$ cat src/rtl/run_supervisor.sv
// Run controller for the f8 test system: sequences cpu reset, watches traps, done and a
// run-length watchdog, then latches a pass/fail verdict and freezes the system on halt.
module run_supervisor #(
    parameter int NUM_TRAPS      = 1,
    parameter int RESET_CYCLES   = 2,
    parameter int TIMEOUT_CYCLES = 160,
    parameter int DRAIN_CYCLES   = 1,
    parameter int CNT_W          = 16
) (
    input  logic                         clk,
    input  logic                         reset,
    input  logic [NUM_TRAPS-1:0]         trap,
    input  logic                         done,
    output logic                         cpu_reset,
    output logic                         halt,
    output logic                         pass,
    output logic                         fail,
    output logic [1:0]                   fail_cause,
    output logic [$clog2(NUM_TRAPS):0]   trap_id,
    output logic [CNT_W-1:0]             cycle_count
);

    localparam int ID_W   = $clog2(NUM_TRAPS) + 1;
    localparam int PH_MAX = (RESET_CYCLES > DRAIN_CYCLES) ? RESET_CYCLES : DRAIN_CYCLES;
    localparam int PH_W   = $clog2(PH_MAX + 1);
    localparam logic [PH_W-1:0] HOLD_LAST  = PH_W'(RESET_CYCLES - 1);
    localparam logic [PH_W-1:0] DRAIN_LAST = PH_W'((DRAIN_CYCLES == 0) ? 0 : DRAIN_CYCLES - 1);
    // A timeout beyond the counter range could never be reached, so it disables the watchdog.
    localparam bit WD_EN = (TIMEOUT_CYCLES != 0) &&
                           (longint'(TIMEOUT_CYCLES) <= (longint'(1) << CNT_W));
    localparam logic [CNT_W-1:0] WD_LAST = CNT_W'(WD_EN ? TIMEOUT_CYCLES - 1 : 0);

    typedef enum logic [1:0] {S_HOLD, S_RUN, S_DRAIN, S_HALTED} state_t;

    state_t               state_q, state_d;
    logic [PH_W-1:0]      phase_q, phase_d;
    logic [NUM_TRAPS-1:0] trap_q, trap_d;
    logic [CNT_W-1:0]     cycle_count_q, cycle_count_d;
    logic                 cpu_reset_q, cpu_reset_d;
    logic                 halt_q, halt_d;
    logic                 pass_q, pass_d;
    logic                 fail_q, fail_d;
    logic [1:0]           fail_cause_q, fail_cause_d;
    logic [ID_W-1:0]      trap_id_q, trap_id_d;

    logic [NUM_TRAPS-1:0] trap_evt;
    logic                 trap_any;
    logic [ID_W-1:0]      first_id;
    logic                 wd_hit;

    always_comb begin
        trap_evt = trap & ~trap_q;
        trap_any = |trap_evt;
        first_id = '0;
        for (int i = NUM_TRAPS - 1; i >= 0; i--) begin
            if (trap_evt[i]) first_id = ID_W'(i);
        end
        wd_hit = WD_EN && (cycle_count_q == WD_LAST);
    end

    always_ff @(posedge clk or negedge reset) begin
        if (!reset) begin
            state_q       <= S_HOLD;
            phase_q       <= '0;
            trap_q        <= '0;
            cycle_count_q <= '0;
            cpu_reset_q   <= 1'b1;
            halt_q        <= 1'b0;
            pass_q        <= 1'b0;
            fail_q        <= 1'b0;
            fail_cause_q  <= 2'd0;
            trap_id_q     <= '0;
        end else begin
            state_q       <= state_d;
            phase_q       <= phase_d;
            trap_q        <= trap_d;
            cycle_count_q <= cycle_count_d;
            cpu_reset_q   <= cpu_reset_d;
            halt_q        <= halt_d;
            pass_q        <= pass_d;
            fail_q        <= fail_d;
            fail_cause_q  <= fail_cause_d;
            trap_id_q     <= trap_id_d;
        end
    end

    always_comb begin
        state_d = state_q;
        case (state_q)
            S_HOLD:   if (phase_q == HOLD_LAST) state_d = S_RUN;
            S_RUN: begin
                if (trap_any)    state_d = (DRAIN_CYCLES == 0) ? S_HALTED : S_DRAIN;
                else if (done)   state_d = S_HALTED;
                else if (wd_hit) state_d = S_HALTED;
            end
            S_DRAIN:  if (phase_q == DRAIN_LAST) state_d = S_HALTED;
            S_HALTED: state_d = S_HALTED;
            default:  state_d = S_HOLD;
        endcase
    end

    always_comb begin
        trap_d        = trap;
        phase_d       = phase_q;
        cycle_count_d = cycle_count_q;
        pass_d        = pass_q;
        fail_cause_d  = fail_cause_q;
        trap_id_d     = trap_id_q;
        case (state_q)
            S_HOLD:  phase_d = phase_q + PH_W'(1);
            S_RUN: begin
                // Phase is cleared here so DRAIN always starts counting from zero.
                phase_d = '0;
                if (trap_any) begin
                    fail_cause_d = 2'd1;
                    trap_id_d    = first_id;
                end else if (done) begin
                    pass_d = 1'b1;
                end else if (wd_hit) begin
                    fail_cause_d = 2'd2;
                end
            end
            S_DRAIN: phase_d = phase_q + PH_W'(1);
            default: phase_d = phase_q;
        endcase
        if (state_q == S_RUN || state_q == S_DRAIN) begin
            cycle_count_d = (cycle_count_q == {CNT_W{1'b1}}) ? cycle_count_q
                                                             : cycle_count_q + CNT_W'(1);
        end
        cpu_reset_d = (state_d == S_HOLD) || (state_d == S_HALTED);
        halt_d      = (state_d == S_HALTED);
        fail_d      = fail_q || ((state_d == S_HALTED) && (fail_cause_d != 2'd0));
    end

    assign cpu_reset   = cpu_reset_q;
    assign halt        = halt_q;
    assign pass        = pass_q;
    assign fail        = fail_q;
    assign fail_cause  = fail_cause_q;
    assign trap_id     = trap_id_q;
    assign cycle_count = cycle_count_q;

endmodule

$ cat config.mk
export PLATFORM = sky130hd
export DESIGN_NAME = run_supervisor
export DESIGN_NICKNAME = d
export VERILOG_FILES = /design/src/rtl/run_supervisor.sv
export SDC_FILE = /design/constraint.sdc
export NUM_CORES = 1
export LEC_CHECK = 0
export CAP_MARGIN = 5
export CORE_MARGIN = 10
export CORE_UTILIZATION = 25
export DETAILED_ROUTE_END_ITERATION = 16
export PLACE_DENSITY_LB_ADDON = 0.25
export SETUP_SLACK_MARGIN = 0.4
export SLEW_MARGIN = 20
export SYNTH_ARGS = -nofsm -noshare
export SYNTH_HDL_FRONTEND = slang
export SYNTH_SLANG_ARGS = --single-unit
$ cat constraint.sdc
create_clock -name clk -period 2.26 [get_ports clk]
set_clock_uncertainty 0.05 [all_clocks]
set_input_delay 0.678 -clock clk [delete_from_list [all_inputs] [get_ports clk]]
set_output_delay 0.678 -clock clk [all_outputs]
set_load 0.01 [all_outputs]
==> results.yml <==
outcome:
  status: "finished, final reports clean"
yosys:
  synth_area_leaders: "dfrtp_1 45%, ha_1 7.7%, xnor2_1 4.8%"
  syn_nets: 145
  synth_most_common_cell: "dfrtp_1"
  ys_seq_elements: 27
  synth_flop_cell: "dfrtp_1"
  synthArstFlopShare_pct: 100
  syn_area_per_cell_um2: 11.0
  synth_edf_count: 0
  synth.yosys.seq_area_share_pct: 46.6
  ys_warn_count: 0
  synthTopCellsByCount: "26 x dfrtp_1, 10 x inv_1, 9 x ha_1, 8 x xnor2_1"
  netlist_area_um2: 1450
  yosysTopAreaCell: "dfrtp_1"
  synth_top_cell_area_share_pct: 44.8
  synthCells: 132
  yosysUniqueCellTypes: 46
setup_path:
  critical-path-max-stage-delay_ns: 0.43
  critPathRequiredTime_ns: 1.53
  crit_arrival_ns: 1.12
  critPathSlowestCell: "dfrtp_1"
  ff2ff_path_depth: 8
  r2r-start: "cycle_count[0]$_DFFE_PN0P_"
  worstPathMaxFanout: 2
  crit_type: "reg -> out"
  endpoint_kind: "primary output"
  ff2ff_setup_slack_ns: 0.44
  crit_family: "flip-flops"
  crit_buf_inv: 2
  startpoint_type: "register"
  crit_chain: "buf_4 > dlygate4sd2_1"
  worst_r2r_endpoint: "fail$_DFF_PN0_"
cts:
  cts_tree: "built"
  root_buffer: "clkbuf_8"
  clock_sinks: 27
  cts_made_buffers: 3
  htreeDepth: 1
  clk_pin_slew_ns: 0.09
  clock_path_buffers: 2
  clk_latency_ns: 0.27
final_layout:
  drive_gt1_share_pct: 31.8
  n_antenna_cell: 0
  areaGrowthSynthToFinish_pct: 43.8
  nets: 193
  fillers: 556
sta:
  slew_viol_final: 0
  finalCritPeriodShare_pct: 81.6
  post-route-min-period_ns: 1.84
  setup_violations: 0
  finalHoldViolations: 0
  rsz0062_at_grt: "yes"
  fin_setup_tns_ns: 0
  fmax_mhz: 542
floorplan:
  die_h_um: 96.3
  core.rowCount: 27
  coreArea_um2: 5570
  start_util_pct: 26.1
  die_x_um: 96.3
  ios: 27
  die_area_um2: 9270
drt:
  drtAntennaViolNets: 0
  routedWlPerCell_um: 14.6
  num_vias: 1208
  avgViaCountPerCell: 4.81
  drtIter0Drc: 32
  wl_um: 3660
  post-route-drc-count: 0
  dr.pass1.iters: 4
run:
  maxCapViolations: 0
grt:
  grt_pass1_wl_um: 5960
  grt_overflow: 0
  antenna_found_initial: 0
  grt_pass1_vias: 1283
  grt_max_degree: 28
  grt_usage_pct: 8.06
worst_hold_path:
  worstHoldPathCells: 1
  min_path_type: "reg -> reg"
  min-delay-start: "pass$_DFFE_PN0P_"
  hold_end: "pass$_DFFE_PN0P_"
pwr:
  finalPower_uw: 787
  ir_drop_uv: 209
  power_leakage_uw: 0.000983
  power-per-cell-area_nw_per_um2: 376
placement:
  gp_congestion: 0.831
  dp_hpwl_um: 2470
  portBuffers: 25
-- logic make-up after synthesis --
family	Yosys count	synth area share, %
flip-flops	27	46.6
multiplexers	2	1.81
other	1	0.258
AND/OR/NAND/NOR	41	19.0
buffers and inverters	14	4.39
XOR/XNOR	8	4.82
adder cells (fa/ha/maj)	9	7.75
AO/OA/AOI/OAI	30	15.4
-- cell usage in the layout, fill, tap and decap left out, drive strengths merged, types with 2 or more instances in the layout --
master         instances
a31oi                  5
buf                   22
dlygate4sd2           20
and3                   3
ha                     9
o21ai                  6
and4                   2
mux2                   2
a21oi                  3
nor4b                  2
nor4                   2
clkbuf                 4
nand2                  6
xnor2                  8
nand2b                 2
nor2                   7
inv                   10
clkdlybuf4s50          3
nand4                  7
nand3                  6
dfrtp                 26
o21a                   2
-- through the flow --
| stage | hold WS (ns) | cells | util, % | instance area, µm² | setup slack [ns] |
|---|---|---|---|---|---|
| 5_1_grt | 0.458 | 251 | 37.5 | 2090 | 0.311 |
| 3_5_place_dp | 0.417 | 227 | 32.1 | 1790 | 0.137 |
| 3_3_place_gp | 0.419 | 227 | 32.1 | 1790 | 0.192 |
| 6_report | 0.424 | 251 | 37.5 | 2090 | 0.415 |
| 4_1_cts | 0.433 | 245 | 34.5 | 1930 | 0.229 |
| 2_1_floorplan | 0.332 | 132 | - | 1460 | 0.411 |
-- power by group --
part	switching [µW]	internal (µW)
combinational	15.9	8.14
clock	152	126
sequential	0.417	484
total	169	618
-- worst reg2reg max path, cell delays in order, from the launching register on --
cell      delay, ns
dfrtp_1        0.41
ha_4           0.17
and3_4         0.22
and4_4         0.28
o311ai_4       0.09
a22oi_2        0.24
ha_4           0.17
inv_1          0.03
o21bai_1       0.10
-- routing by layer --
metal	track usage (%)	vias up	wire length, µm
li1	-	582	-
met1	9.31	591	1560
met2	13.0	28	1760
met3	3.74	7	299
met4	2.46	0	38
met5	0	-	0
-- how the worst max path moves through the flow --
stage                                startpoint               to  cells past startpoint
floorplan            cycle_count[0]$_DFFE_PN0P_   fail$_DFF_PN0_                      8
global placement                           done   fail$_DFF_PN0_                      6
detailed placement                         trap   fail$_DFF_PN0_                      7
CTS                 cycle_count[13]$_DFFE_PN0P_  cycle_count[13]                      1
global route        cycle_count[12]$_DFFE_PN0P_   fail$_DFF_PN0_                      8
finish               cycle_count[1]$_DFFE_PN0P_   cycle_count[1]                      2
-- sequential cells by signal (all words and copies together), names as in the netlist --
register	cells
halt	1
fail_cause	2
cycle_count	16
phase_q	2
state_q	2
trap_q	1
cpu_reset	1
pass	1
fail	1
-- what timing repair did --
item | 4_1_cts | 5_1_grt
endpoints found under the setup margin | 32 | 12
setup buffers | 14 | 6
pin swaps | 3 | 6
resized for setup | 29 | 20
hold buffers | 0 | 0
-- area by class of cell --
type / count / area (µm²) / share of cell area (%)
inverter: 10 / 37.5 / 1.80
sequential: 27 / 686 / 32.8
multi-input combinational: 91 / 836 / 40.0
timing repair buffer: 47 / 397 / 19.0
clock buffer: 4 / 45.0 / 2.15
tap: 72 / 90.1 / 4.31
Note: power is estimated with default switching activity, not from simulation.
